$ cat config.mk
export PLATFORM = sky130hd
export DESIGN_NAME = div_unit
export DESIGN_NICKNAME = d
export VERILOG_FILES = /design/src/rtl/div_unit.sv
export SDC_FILE = /design/constraint.sdc
export NUM_CORES = 1
export LEC_CHECK = 0
export BUFFER_PORTS_ARGS = -buffer_cell sky130_fd_sc_hd__buf_2
export CORE_MARGIN = 8
export CORE_UTILIZATION = 59
export DETAILED_ROUTE_END_ITERATION = 10
export HOLD_SLACK_MARGIN = 0.03
export PLACE_DENSITY = 0.81
export SETUP_SLACK_MARGIN = 0.5
export SYNTH_ARGS = -nofsm -noshare
export SYNTH_HDL_FRONTEND = slang
export SYNTH_SLANG_ARGS = --single-unit
$ cat constraint.sdc
create_clock -name clk -period 6.16 [get_ports clk]
set_input_delay 1.54 -clock clk [delete_from_list [all_inputs] [get_ports clk]]
set_output_delay 1.54 -clock clk [all_outputs]
set_load 0.05 [all_outputs]
$ cat src/rtl/div_unit.sv
// div_unit: 32-bit iterative divider, unsigned or two's-complement.
//
// One quotient bit per cycle using restoring radix-2 division on operand
// magnitudes, followed by a single sign-correction cycle. Divide-by-zero
// and the single signed-overflow case (most-negative / -1) skip the
// iterations and go straight to the correction/done sequence.
//
// Ports:
//   clk        rising-edge clock
//   reset_b    synchronous active-low reset
//   start      begin a division (only looked at while idle)
//   abort      cancel the operation in progress (also vetoes a start)
//   is_signed  1 = two's-complement, 0 = unsigned; captured with start
//   din_a      dividend; captured with start
//   din_b      divisor; captured with start
//   busy       high while an accepted operation is in progress
//   done       one-cycle pulse when results are updated
//   quotient   registered quotient (0xFFFFFFFF on divide-by-zero)
//   remainder  registered remainder (dividend on divide-by-zero)
//   dzout      divide-by-zero flag of the last completed operation
//   vout       signed-overflow flag of the last completed operation
//   qnzout     quotient is non-zero
module div_unit #(
    parameter int DATA_W = 32
) (
    input  logic              clk,
    input  logic              reset_b,
    input  logic              start,
    input  logic              abort,
    input  logic              is_signed,
    input  logic [DATA_W-1:0] din_a,
    input  logic [DATA_W-1:0] din_b,
    output logic              busy,
    output logic              done,
    output logic [DATA_W-1:0] quotient,
    output logic [DATA_W-1:0] remainder,
    output logic              dzout,
    output logic              vout,
    output logic              qnzout
);
    localparam int                CNT_W     = $clog2(DATA_W);
    localparam logic [CNT_W-1:0]  LAST_ITER = CNT_W'(DATA_W - 1);
    localparam logic [DATA_W-1:0] MOST_NEG  = {1'b1, {(DATA_W-1){1'b0}}};

    typedef enum logic [1:0] {S_IDLE, S_CALC, S_FIX, S_DONE} state_t;

    function automatic logic [DATA_W-1:0] f_neg(input logic [DATA_W-1:0] v);
        return -v;
    endfunction

    // Magnitude of an operand; the most negative value maps onto itself,
    // which is the correct unsigned magnitude.
    function automatic logic [DATA_W-1:0] f_mag(input logic signed [DATA_W-1:0] v,
                                                 input logic                     use_sign);
        return (use_sign && (v < 0)) ? f_neg(v) : v;
    endfunction

    state_t              r_state;
    state_t              w_next;
    logic                w_accept;
    logic                w_finish;
    logic [CNT_W-1:0]    r_cnt;

    // Working registers (data only, not reset)
    logic [DATA_W-1:0]   r_q;
    logic [DATA_W-1:0]   r_rem;
    logic [DATA_W-1:0]   r_b;
    logic                r_neg_q;
    logic                r_neg_r;
    logic                r_dz;
    logic                r_ov;

    // Registered outputs
    logic                r_done;
    logic [DATA_W-1:0]   r_quotient;
    logic [DATA_W-1:0]   r_remainder;
    logic                r_dzout;
    logic                r_vout;
    logic                r_qnzout;

    logic signed [DATA_W-1:0] w_a_s;
    logic signed [DATA_W-1:0] w_b_s;
    logic                w_a_neg;
    logic                w_b_neg;
    logic                w_dz;
    logic                w_ov;
    logic                w_bypass;
    logic [DATA_W:0]     w_trial;
    logic [DATA_W:0]     w_diff;
    logic                w_ge;

    assign w_a_s    = din_a;
    assign w_b_s    = din_b;
    assign w_a_neg  = is_signed && (w_a_s < 0);
    assign w_b_neg  = is_signed && (w_b_s < 0);
    assign w_dz     = (din_b == '0);
    assign w_ov     = is_signed && (din_a == MOST_NEG) && (din_b == '1);
    assign w_bypass = w_dz || w_ov;

    // Shift the next dividend bit into the partial remainder and try the
    // subtract. The trial value is below 2*divisor, so bit DATA_W of the
    // 33-bit difference is set exactly when the subtract borrows.
    assign w_trial = {r_rem, r_q[DATA_W-1]};
    assign w_diff  = w_trial - {1'b0, r_b};
    assign w_ge    = ~w_diff[DATA_W];

    always_ff @(posedge clk) begin
        if (!reset_b) begin
            r_state <= S_IDLE;
        end else begin
            r_state <= w_next;
        end
    end

    always_comb begin
        w_next   = r_state;
        w_accept = 1'b0;
        w_finish = 1'b0;
        case (r_state)
            S_IDLE: begin
                if (start && !abort) begin
                    w_accept = 1'b1;
                    w_next   = w_bypass ? S_FIX : S_CALC;
                end
            end
            S_CALC: begin
                if (abort) begin
                    w_next = S_IDLE;
                end else if (r_cnt == LAST_ITER) begin
                    w_next = S_FIX;
                end
            end
            S_FIX: begin
                w_next = abort ? S_IDLE : S_DONE;
            end
            S_DONE: begin
                w_next   = S_IDLE;
                w_finish = !abort;
            end
            default: begin
                w_next = S_IDLE;
            end
        endcase
    end

    always_ff @(posedge clk) begin
        if (!reset_b) begin
            r_cnt       <= '0;
            r_done      <= 1'b0;
            r_quotient  <= '0;
            r_remainder <= '0;
            r_dzout     <= 1'b0;
            r_vout      <= 1'b0;
            r_qnzout    <= 1'b0;
        end else begin
            r_done <= w_finish;
            if (w_accept) begin
                r_cnt <= '0;
            end else if (r_state == S_CALC) begin
                r_cnt <= r_cnt + CNT_W'(1);
            end
            if (w_finish) begin
                r_quotient  <= r_q;
                r_remainder <= r_rem;
                r_dzout     <= r_dz;
                r_vout      <= r_ov;
                r_qnzout    <= (r_q != '0);
            end
        end
    end

    always_ff @(posedge clk) begin
        case (r_state)
            S_IDLE: begin
                if (w_accept) begin
                    // Special cases preload their final result; the sign
                    // flags stay clear so the correction cycle passes it through.
                    r_q     <= w_dz ? '1 : (w_ov ? MOST_NEG : f_mag(w_a_s, is_signed));
                    r_rem   <= w_dz ? din_a : '0;
                    r_b     <= f_mag(w_b_s, is_signed);
                    r_neg_q <= !w_bypass && (w_a_neg ^ w_b_neg);
                    r_neg_r <= !w_bypass && w_a_neg;
                    r_dz    <= w_dz;
                    r_ov    <= w_ov;
                end
            end
            S_CALC: begin
                r_q   <= {r_q[DATA_W-2:0], w_ge};
                r_rem <= w_ge ? w_diff[DATA_W-1:0] : w_trial[DATA_W-1:0];
            end
            S_FIX: begin
                if (r_neg_q) begin
                    r_q <= f_neg(r_q);
                end
                if (r_neg_r) begin
                    r_rem <= f_neg(r_rem);
                end
            end
            default: begin
            end
        endcase
    end

    assign busy      = (r_state != S_IDLE);
    assign done      = r_done;
    assign quotient  = r_quotient;
    assign remainder = r_remainder;
    assign dzout     = r_dzout;
    assign vout      = r_vout;
    assign qnzout    = r_qnzout;

endmodule

Word level (Yosys, flattened, before mapping)
Cells that the tools add are included.
{ "word_totals": {"register_bits": 175, "inputBits": 69, "output_inout_bits": 69, "word_cells": 78} }
{ "classes": {"add_sub_neg": 6, "order_cmp": 2, "n_eq_ne": 11, "n_mux": 21, "bitwise_logic": 3, "reduce_logical": 20} }
{ "op_table": {"columns": ["cell", "count"], "rows": [
  ["2-to-1 mux 32 bit", 10],
  ["case mux 32 bit (3 select lines)", 2],
  ["negation 32 bit", 4],
  ["equality test 32 bit, second input constant", 2],
  ["less-than comparator 32 x 1 -> 1 bit, second input constant", 2],
  ["subtractor 33 x 32 -> 33 bit", 1],
  ["zero test 32 bit", 1],
  ["nonzero test 32 bit", 1],
  ["2-to-1 mux 2 bit", 5],
  ["!= test 2 bit, second input constant", 4],
  ["case mux 2 bit (4 select lines)", 1],
  ["logical AND 1 bit", 7],
  ["AND reduction 3 bit", 2],
  ["adder 5 x 1 -> 5 bit, second input constant", 1],
  ["equality test 5 bit, second input constant", 1],
  ["equality test 2 bit, second input constant", 2],
  ["AND reduction 2 bit", 2],
  ["2-to-1 mux 1 bit", 3],
  ["!= test 3 bit, second input constant", 1],
  ["nonzero test 3 bit", 1],
  ["equality test 2 x 1 -> 1 bit, second input constant", 1],
  ["zero test 1 bit", 2],
  ["zero test 2 bit", 1],
  ["inverter 1 bit", 2],
  ["other kinds (4)", 4]
]} }

Logic depth before layout (Yosys ltp)
Gate-level depths: netlist of run 1.
{ "logic_depth": {"word_depth": 7, "mapped_depth": 13, "mapped_depth_nobuf": 12} }

Worst setup path before layout of run 1
OpenSTA, ideal clock, no wires.
{ "synth_path": {"kind": "input-to-reg", "startpoint": "input abort", "endpoint": "register r_q[0] (enable)", "setup_ps": 470, "arrival_time_ps": 4262, "t_required_ps": 5690, "path_slack_ps": 1427, "stages": 3, "n_path_buf": 0, "path_cell_list": "nand2b_1 -> a21oi_1 -> a21boi_0"} }
{ "synth_via": {"elab_chain_len": 6} }
{ "synth_lines": {"columns": ["element", "line", "source"], "rows": [
  ["start: declaration", "29", "input logic abort,"],
  ["zero test 1 bit", "121", "if (start && !abort) begin"],
  ["logical AND 1 bit", "121", null],
  ["2-to-1 mux 1 bit", "121", null],
  ["2-to-1 mux 1 bit", "119", "case (r_state)"],
  ["!= test 2 bit (no source line)", null, null],
  ["AND reduction 3 bit (no source line)", null, null],
  ["end signal: assignment", "178", "r_q <= w_dz ? '1 : (w_ov ? MOST_NEG : f_mag(w_a_s, is_signed));"],
  ["end signal: assignment", "188", "r_q <= {r_q[DATA_W-2:0], w_ge};"],
  ["end signal: assignment", "193", "r_q <= f_neg(r_q);"],
  ["end: declaration", "65", "logic [DATA_W-1:0] r_q;"]
]} }
No other way between the ends.
A chain may end at the register's enable or synchronous reset.

Worst setup path in the final report of run 1
{ "layout_path": {"startpoint": "register r_q[31]", "endpoint": "register r_rem[0] (data pin)"} }
{ "layout_via": {"elab_chain_len": 3} }
{ "layout_lines": {"columns": ["element", "line", "source"], "rows": [
  ["subtractor 33 x 32 -> 33 bit", "104", "assign w_diff = w_trial - {1'b0, r_b};"],
  ["2-to-1 mux 32 bit *", "189", "r_rem <= w_ge ? w_diff[DATA_W-1:0] : w_trial[DATA_W-1:0];"],
  ["case mux 32 bit (3 select lines) *", "173", "case (r_state)"],
  ["end signal: assignment", "179", "r_rem <= w_dz ? din_a : '0;"],
  ["end signal: assignment", "189", null],
  ["end signal: assignment", "196", "r_rem <= f_neg(r_rem);"],
  ["end: declaration", "66", "logic [DATA_W-1:0] r_rem;"]
]} }
Mark *: on every way between the ends. The rest lies on a longest branch, timed or not.

==> results_dict.tcl, run 1 <==
set metrics [dict create \
    core_um2 20100 \
    start_kind "register" \
    hold_path.class "reg -> reg" \
    cts_setup_buffers 0 \
    yosysWarnings 0 \
    gp_congestion 0.918 \
    dpl.hpwl_mm 26.1 \
    timing.critical_path.max_delay_family "simple AND/OR/NAND/NOR gates" \
    path_common_cell "o21ai_0" \
    path_clk_slew_ns 0.07 \
    critPathKind "reg -> reg" \
    antenna_found_initial 4 \
    yosysSeqAreaShare 0.376 \
    finalWorstSetupSlack_ns 1.91 \
    tritoncts "built" \
    synth_fp_nets 1506 \
    path_max_fanout 31 \
    drtIter0Drc 1009 \
    grt_usage 0.278 \
    path_cells "inv_1 > ha_1 > fa_1 > nand2b_1 > a21oi_1 > o21ai_0 > a211oi_1 > o21ai_1 > mux2i_1 > nor2_4 > mux2_2 > o21ai_0" \
    h-tree-depth 4 \
    finalCoreUtilization 0.669 \
    rows 52 \
    switching_share 0.452 \
    clkPwrFrac 0.171 \
    drc 0 \
    cap_viol_max_count 0 \
    post_synth_num_cell_types 81 \
    grt_pass1_vias 10316 \
    fin_skew_ns 0.0160 \
    p_switching_w 0.00285 \
    fill_cells 1639 \
    grt_overflow 0 \
    status "finished clean" \
    leakagePower_nw 5.13 \
    endpoint_kind "register" \
    holdBufCountCts 0 \
    tightest_slew_ns 1.17 \
    fmax_ghz 0.235 \
    design.die.area_um2 25100 \
    power.density_nw_per_um2 469 \
    ir_drop_v 0.000247 \
    wl_per_cell_um 19.4 \
    timing.final.crit_share 0.690 \
    placed_area_um2 12800 \
    fin_area_um2 13400 \
    wl_mm 34.6 \
    final_common_cell "nand2_1" \
    cts_sinks 175 \
    die_y_um 159 \
    sequentialPowerShare 0.354 \
    slew_headroom 0.220 \
    combPwrFrac 0.476 \
    worst_path_max_delay_cell "nor2_4" \
    cpPeakStageDelay_ns 0.96 \
    postSynthAreaPerCell_um2 8.60 \
    path_buf_inv 1 \
    drv_slew 0 \
    hold_viol 0 \
    ctsResizeCount 0 \
    dr.pass1.iters 6 \
    cts_buffer_depth 2 \
    synth_flop_cell "edfxtp_1" \
    port_buffers 137 \
    rsz0062_at_grt "no" \
    final_cell_mix "nand2_1, buf_2, edfxtp_1" \
    fin_nets 1604 \
    routed_via_density 6.12 \
    cts_root_buf "clkbuf_16" \
    cp_data_required_time_ns 6.42 \
    synth_area_um2 12000 \
    arrival_ns 4.51 \
    die_w_um 159 \
    hold_ws_ns 0.461 \
    grt_max_degree 72 \
    pre_cts_slack_ns 1.70 \
    via_count 10895 \
    ant_nets 0 \
    grt_pass1_wl_mm 54.8 \
    area_growth_pct 12.1 \
    synth-edff-count 100 \
    intPower_w 0.00346 \
    ys_ff_latch 175 \
    period_minus_slack_ns 4.25 \
    drive_above_1_share 0.144 \
    clkLatencyLatePin_ns 0.44 \
    start_util 0.596 \
    async_reset_ff_frac 0 \
    setup-tns-final_ns 0 \
    cts_made_buffers 17 \
    ioPinCount 138 \
    synthCells 1393 \
    setup_viol_count_final 0 \
]
-- path summary, 6_finish.rpt --
kind / cells after the start / end / startpoint / slack (ns)
max: 12 / r_rem[0] / r_q[31] / 1.91
min: 2 / quotient[27] / quotient[27] / 0.46
max reg2reg: 12 / r_rem[0] / r_q[31] / 1.91
min reg2reg: 2 / quotient[27] / quotient[27] / 0.46
-- per-stage QoR --
step                      cells  total power (W)
after global routing       1778          0.00665
after floorplan            1393          0.00433
after detailed placement   1742          0.00513
after global placement     1742          0.00508
final                      1779          0.00630
after CTS                  1774          0.00622
-- power groups by stage --
stage	Combinational [W]	Sequential (W)	Clock, W
after floorplan	0.00221	0.00211	0
after global placement	0.00286	0.00222	0
after detailed placement	0.00291	0.00222	0
after CTS	0.00294	0.00220	0.00108
after global routing	0.00327	0.00226	0.00112
final	0.00300	0.00223	0.00108
-- final cells by class --
cell class | instances | area (µm²) | area share
multi-input combinational | 1089 | 7010 | 0.522
sequential | 175 | 4500 | 0.335
timing repair buffer | 146 | 753 | 0.0560
clock buffer | 21 | 493 | 0.0367
tap | 270 | 338 | 0.0251
inverter | 62 | 233 | 0.0173
clock inverter | 11 | 92.6 | 0.00689
antenna | 5 | 12.5 | 0.000931
-- metal layers --
metal  up-vias  part of all wire  GRT usage
met5         -                 0          0
met4         0             0.049      0.152
met3       104             0.084     0.0432
met2       557              0.47      0.458
met1      5030              0.39      0.345
li1       5204                 -          -
-- flip-flops by register name, summed over array words and instances (netlist names) --
signal     flops
done           1
dzout          1
qnzout         1
quotient      32
r_b           32
r_cnt          5
r_dz           1
r_neg_q        1
r_neg_r        1
r_ov           1
r_q           32
r_rem         32
r_state        2
remainder     32
vout           1
-- cells in the mapped netlist, types with 17 or more instances --
cell / count / area, µm²
nand2_1: 223 / 837
edfxtp_1: 100 / 3000
nor2_1: 92 / 345
o21ai_0: 88 / 440
xnor2_1: 81 / 709
a21oi_1: 76 / 380
dfxtp_1: 75 / 1500
a21boi_0: 71 / 533
inv_1: 61 / 229
clkbuf_1: 53 / 199
ha_1: 43 / 538
xor2_1: 43 / 377
a22oi_1: 41 / 308
mux2i_1: 32 / 320
nor3_1: 32 / 160
a31oi_1: 18 / 113
nand3_1: 18 / 90.1
nor2b_1: 18 / 113
a21o_1: 17 / 128
-- kinds of logic after synthesis --
logic type	Yosys count	synth area share
flops	175	0.376
simple gates	505	0.208
buf+inv	129	0.0422
compound gates	380	0.207
mux	36	0.0305
xor+xnor	124	0.0906
fa+ha+maj	44	0.0466
-- worst register-to-register path, stage by stage (launching register included) --
cell	delay, ns
edfxtp_1	0.39
inv_1	0.11
ha_1	0.24
fa_1	0.40
nand2b_1	0.20
a21oi_1	0.18
o21ai_0	0.25
a211oi_1	0.35
o21ai_1	0.16
mux2i_1	0.26
nor2_4	0.96
mux2_2	0.43
o21ai_0	0.14
Note: power is estimated with default switching activity, not from simulation.
==> run 2, diff against run 1 <==
--- a/config.mk
+++ b/config.mk
@@ -5,12 +5,13 @@
 export SDC_FILE = /design/constraint.sdc
 export NUM_CORES = 1
 export LEC_CHECK = 0
+export ABC_AREA = 1
 export BUFFER_PORTS_ARGS = -buffer_cell sky130_fd_sc_hd__buf_2
 export CORE_MARGIN = 8
-export CORE_UTILIZATION = 59
+export CORE_UTILIZATION = 55
 export DETAILED_ROUTE_END_ITERATION = 10
 export HOLD_SLACK_MARGIN = 0.03
-export PLACE_DENSITY = 0.81
+export PLACE_DENSITY = 0.79
 export SETUP_SLACK_MARGIN = 0.5
 export SYNTH_ARGS = -nofsm -noshare
 export SYNTH_HDL_FRONTEND = slang
==> constraint.sdc (replaced) <==
create_clock -name clk -period 3.7 [get_ports clk]
set_input_delay 0.925 -clock clk [delete_from_list [all_inputs] [get_ports clk]]
set_output_delay 0.925 -clock clk [all_outputs]
set_load 0.05 [all_outputs]
==> results_dict.tcl, run 2 <==
set metrics [dict create \
    fmax_ghz 0.341 \
    via_count 14799 \
    reg2reg_from "r_q[31]" \
    path_clk_slew_ns 0.08 \
    worst_path_max_delay_cell "fa_1" \
    cap_viol_max_count 0 \
    core_um2 24900 \
    cp_data_required_time_ns 3.90 \
    post_synth_num_cell_types 52 \
    yosysSeqAreaShare 0.327 \
    reg2reg_depth 17 \
    async_reset_ff_frac 0 \
    drv_slew 0 \
    die_y_um 174 \
    synth_flop_cell "edfxtp_1" \
    period_minus_slack_ns 2.93 \
    synth_top_area_cell "edfxtp_1" \
    drive_above_1_share 0.114 \
    hp-start "r_ov" \
    start_util 0.553 \
    setup_viol_count_final 0 \
    grt_usage 0.312 \
    path_common_cell "nand2_1" \
    design.die.area_um2 30400 \
    timing.final.crit_share 0.792 \
    die_w_um 174 \
    tritoncts "built" \
    antenna_found_initial 0 \
    dr.pass1.iters 6 \
    start_kind "register" \
    cts_setup_buffers 0 \
    synth_top_area_frac 0.218 \
    hold_path.class "reg -> reg" \
    synth.area.top_cells "edfxtp_1, nand2_1, dfxtp_1" \
    area_growth_pct 11.6 \
    finalCoreUtilization 0.618 \
    setup-tns-final_ns 0 \
    grt_pass1_wl_mm 75.8 \
    port_buffers 137 \
    slew_headroom 0.441 \
    gp_congestion 1.04 \
    ys_ff_latch 175 \
    drtIter0Drc 2131 \
    critPathKind "reg -> reg" \
    final_cell_mix "nand2_1, inv_1, nor2_1" \
    grt_overflow 0 \
    holdPathStages 2 \
    yosysMostFrequentCell "nand2_1" \
    final_common_cell "nand2_1" \
    synth_area_um2 13800 \
    synth_commonest_cells "nand2_1, inv_1, nor2_1" \
    drc 0 \
    synth_fp_nets 2191 \
    ir_drop_v 0.000557 \
    grt_max_degree 54 \
    rows 58 \
    cts_sinks 175 \
    power.density_nw_per_um2 793 \
    fin_skew_ns 0.0165 \
    path_cells "inv_1 > ha_1 > fa_1 > inv_1 > nand2_1 > nand2_1 > nand3_1 > nand2_1 > nand2_1 > nand2_2 > nand2_2 > nand2_1 > nand2_1 > nand2_8 > nand3_1 > a21oi_1 > nor2_1" \
    path_buf_inv 2 \
    cts_made_buffers 17 \
    dpl.hpwl_mm 37.5 \
    routed_via_density 5.84 \
    rsz0062_at_grt "no" \
    tightest_slew_ns 0.838 \
    ant_nets 0 \
    path_max_fanout 31 \
    rr_endpoint "r_rem[30]" \
    postSynthAreaPerCell_um2 6.63 \
    synth-edff-count 100 \
    min_to "vout" \
    cts_root_buf "clkbuf_16" \
    fill_cells 2343 \
    arrival_ns 3.13 \
    cts_buffer_depth 2 \
    cpPeakStageDelay_ns 0.42 \
    leakagePower_nw 7.43 \
    synthCells 2078 \
    hold_viol 0 \
    status "finished clean" \
    endpoint_kind "register" \
    fin_nets 2302 \
    grt_pass1_vias 13990 \
    r2r_setup_slack_ns 0.77 \
    h-tree-depth 4 \
    wl_per_cell_um 19.1 \
    timing.critical_path.max_delay_family "simple AND/OR/NAND/NOR gates" \
    clkLatencyLatePin_ns 0.45 \
    wl_mm 48.3 \
    ioPinCount 138 \
    yosysWarnings 0 \
]
run 2: per-layer routing:
layer | global-route usage | wire length (µm) | vias up
met3 | 0.0584 | 5050 | 155
met5 | 0 | 0 | -
met4 | 0.153 | 2380 | 0
met1 | 0.403 | 19400 | 6694
met2 | 0.495 | 21500 | 936
li1 | - | - | 7014
run 2: area by class of cell:
| type | count | area, µm² | share of cell area |
|---|---|---|---|
| Sequential cell | 175 | 4500 | 0.293 |
| Timing Repair Buffer | 154 | 813 | 0.0529 |
| Tap cell | 330 | 413 | 0.0269 |
| Clock buffer | 17 | 425 | 0.0277 |
| Inverter | 355 | 1340 | 0.0868 |
| Multi-Input combinational cell | 1486 | 7670 | 0.499 |
| Clock inverter | 15 | 215 | 0.0140 |
| Antenna cell | 1 | 2.50 | 0.000163 |
run 2: stage by stage:
step,instance area [µm²],setup WS (ns),cells,hold WS [ns],power (W)
2_1_floorplan,13800,0.681,2078,0.445,0.00794
3_3_place_gp,14700,0.620,2500,0.455,0.00989
3_5_place_dp,14700,0.533,2500,0.469,0.00998
4_1_cts,15400,0.552,2532,0.499,0.0120
5_1_grt,15400,0.510,2532,0.523,0.0129
6_report,15400,0.768,2533,0.499,0.0122
run 2: how the worst max path moves through the flow:
stage                         from   endpoint  cells past startpoint
after global routing       r_q[31]  r_rem[26]                     17
after floorplan              abort     r_b[0]                      3
final                      r_q[31]  r_rem[30]                     17
after CTS                  r_q[31]  r_rem[30]                     17
after global placement    din_a[1]    r_neg_q                     14
after detailed placement  din_a[1]    r_neg_q                     14
run 2: kinds of logic (layout without fill, tap and decap cells):
logic type	after synthesis	after routing	synth area share
AOI/OAI and AO/OA	402	402	0.164
xor gates and xnor gates	71	71	0.0451
adders and majority gates	44	44	0.0405
buffers and inverters	417	541	0.119
DFF	175	175	0.327
other	0	1	0
and+or+nand+nor	969	969	0.305
run 2: worst reg2reg max path: stages, from the launching register on:
cell,delay [ns]
edfxtp_1,0.41
inv_1,0.09
ha_1,0.24
fa_1,0.42
inv_1,0.09
nand2_1,0.06
nand2_1,0.11
nand3_1,0.09
nand2_1,0.12
nand2_1,0.08
nand2_2,0.09
nand2_2,0.08
nand2_1,0.09
nand2_1,0.14
nand2_8,0.23
nand3_1,0.12
a21oi_1,0.18
nor2_1,0.06
run 2: timing repair:
item                       CTS  global route
setup endpoints to repair    0            31
hold buffers                 0             0
gates resized for setup      0             2
hold endpoints to repair     0             0
run 2: where the power goes:
| group | internal (W) | switching (W) | total (W) | leakage (nW) |
|---|---|---|---|---|
| Combinational | 0.00196 | 0.00480 | 0.00676 | 5.55 |
| Sequential | 0.00280 | 0.000650 | 0.00345 | 1.57 |
| Clock | 0.000959 | 0.00102 | 0.00198 | 0.309 |
| Total | 0.00572 | 0.00647 | 0.0122 | 7.43 |
==> run 3, diff against run 2 <==
--- a/config.mk
+++ b/config.mk
@@ -8,10 +8,10 @@
 export ABC_AREA = 1
 export BUFFER_PORTS_ARGS = -buffer_cell sky130_fd_sc_hd__buf_2
 export CORE_MARGIN = 8
-export CORE_UTILIZATION = 55
+export CORE_UTILIZATION = 59
 export DETAILED_ROUTE_END_ITERATION = 10
 export HOLD_SLACK_MARGIN = 0.03
-export PLACE_DENSITY = 0.79
+export PLACE_DENSITY = 0.81
 export SETUP_SLACK_MARGIN = 0.5
 export SYNTH_ARGS = -nofsm -noshare
 export SYNTH_HDL_FRONTEND = slang
==> constraint.sdc (replaced) <==
create_clock -name clk -period 2.8 [get_ports clk]
set_input_delay 0.7 -clock clk [delete_from_list [all_inputs] [get_ports clk]]
set_output_delay 0.7 -clock clk [all_outputs]
set_load 0.05 [all_outputs]
==> results_dict.tcl, run 3 (synthesized netlist as in run 2, its figures left out) <==
set metrics [dict create \
    status "finished clean" \
    final_common_cell "nand2_1" \
    cpPeakStageDelay_ns 0.43 \
    path_cells "ha_2 > fa_2 > inv_2 > nand2_2 > nand2_2 > nand3_2 > nand2_2 > nand2_2 > nand2_2 > nand2_4 > nand2_4 > nand2_4 > nand2_8 > buf_12 > buf_12 > nand2_1 > nand3_1 > a21boi_1" \
    setup-tns-final_ns 0 \
    switching_share 0.512 \
    p_switching_w 0.00981 \
    gr-usage-met2 0.546 \
    drv_slew 0 \
    setup_viol_count_final 0 \
    ant_nets 0 \
    clkLatencyLatePin_ns 0.45 \
    grt.busiest_layer "met2" \
    drive_above_1_share 0.211 \
    routed_via_density 6.04 \
    critPathKind "reg -> reg" \
    dp.cells 2535 \
    sequentialPowerShare 0.233 \
    start_kind "register" \
    path_common_cell "nand2_2" \
    cp_data_required_time_ns 3.00 \
    n_antenna_cell 0 \
    drtIter0Drc 2377 \
    wl_per_cell_um 20.0 \
    tritoncts "built" \
    path_buf_inv 3 \
    cts_made_buffers 17 \
    combPwrFrac 0.639 \
    path_max_fanout 6 \
    port_buffers 137 \
    cap_viol_max_count 0 \
    rsz0062_at_grt "yes" \
    final-instance-count-excl-fill 2611 \
    grtUsageMet3 0.0839 \
    grt_max_degree 58 \
    cts_buffer_depth 2 \
    die_w_um 169 \
    arrival_ns 2.84 \
    slew_headroom 0.532 \
    rows 56 \
    grt_pass1_vias 14944 \
    period_minus_slack_ns 2.64 \
    gp_congestion 1.07 \
    hold_viol 0 \
    tightest_slew_ns 0.701 \
    fin_nets 2392 \
    ir_drop_v 0.000528 \
    timing.final.crit_share 0.943 \
    cts_root_buf "clkbuf_16" \
    power.density_nw_per_um2 1120 \
    grt_overflow 0 \
    intPower_w 0.00935 \
    timing.critical_path.max_delay_family "simple AND/OR/NAND/NOR gates" \
    cts_sinks 175 \
    ioPinCount 138 \
    design.die.area_um2 28500 \
    die_y_um 169 \
    endpoint_kind "register" \
    start_util 0.594 \
    clkPwrFrac 0.128 \
    worst_path_max_delay_cell "edfxtp_1" \
    final_cell_mix "nand2_1, inv_1, nor2_1" \
    core_um2 23200 \
    fmax_ghz 0.379 \
    wl_mm 52.3 \
    fin_skew_ns 0.0245 \
    leakagePower_nw 8.05 \
    hold_path.class "reg -> reg" \
    path_clk_slew_ns 0.08 \
    area_growth_pct 24.1 \
    grt_use_met1 0.447 \
    h-tree-depth 4 \
    grt_usage 0.356 \
    dr.pass1.iters 8 \
    antenna_found_initial 0 \
    holdBufCountCts 0 \
    via_count 15762 \
    drc 0 \
    grt_pass1_wl_mm 80.0 \
    dpl.hpwl_mm 38.2 \
]
-- run 3: changes by cell type in the layout (fill, tap and decap cells not counted), sizes merged --
cell | previous run | this run
buf | 154 | 243
clkbuf | 17 | 18
nand2 | 477 | 478
inv | 365 | 360
clkinv | 5 | 9
diode | 1 | 0
-- run 3: metrics by stage --
stage	hold WS, ns	setup slack (ns)	util	power, W	cell area, µm²
2_1_floorplan	0.445	0.495	-	0.0105	13800
3_3_place_gp	0.453	0.105	0.653	0.0135	15100
3_5_place_dp	0.462	0.0454	0.653	0.0137	15100
4_1_cts	0.472	0.311	0.718	0.0179	16700
5_1_grt	0.503	0.113	0.737	0.0201	17100
6_report	0.472	0.158	0.737	0.0192	17100
-- run 3: timing repair --
item | 4_1_cts | 5_1_grt
pin swaps | 32 | 43
endpoints found under the setup margin | 40 | 55
setup buffers | 27 | 13
cloned | 4 | 0
resized for setup | 105 | 86
-- run 3: power groups by stage --
stage	clock, W	sequential (W)	combinational (W)
5_1_grt	0.00255	0.00450	0.0130
2_1_floorplan	0	0.00431	0.00620
4_1_cts	0.00245	0.00437	0.0110
6_report	0.00246	0.00447	0.0122
3_3_place_gp	0	0.00434	0.00917
3_5_place_dp	0	0.00436	0.00932
-- run 3: final timing paths --
kind	start	end	slack (ns)	depth (start not counted)
worst min register to register	r_cnt[4]	r_cnt[4]	0.47	2
worst max-delay path	r_b[0]	r_rem[13]	0.16	18
worst min-delay path	r_cnt[4]	r_cnt[4]	0.47	2
worst max register to register	r_b[0]	r_rem[13]	0.16	18
-- run 3: per-layer routing --
layer,wire length (µm),share of wire
met1,19200,0.37
met2,22800,0.44
met3,6560,0.13
met4,3700,0.071
met5,0,0
-- run 3: layout make-up --
class	count	area, µm²
Clock buffer	18	439
Clock inverter	14	163
Fill cell	1774	6100
Inverter	355	1340
Multi-Input combinational cell	1487	8570
Sequential cell	175	4500
Tap cell	319	399
Timing Repair Buffer	243	1680
-- run 3: worst register-to-register path, stage by stage, from the launching register on --
cell      delay (ns)
edfxtp_1        0.43
ha_2            0.23
fa_2            0.38
inv_2           0.07
nand2_2         0.05
nand2_2         0.09
nand3_2         0.07
nand2_2         0.09
nand2_2         0.05
nand2_2         0.08
nand2_4         0.09
nand2_4         0.12
nand2_4         0.09
nand2_8         0.12
buf_12          0.12
buf_12          0.11
nand2_1         0.06
nand3_1         0.09
a21boi_1        0.07
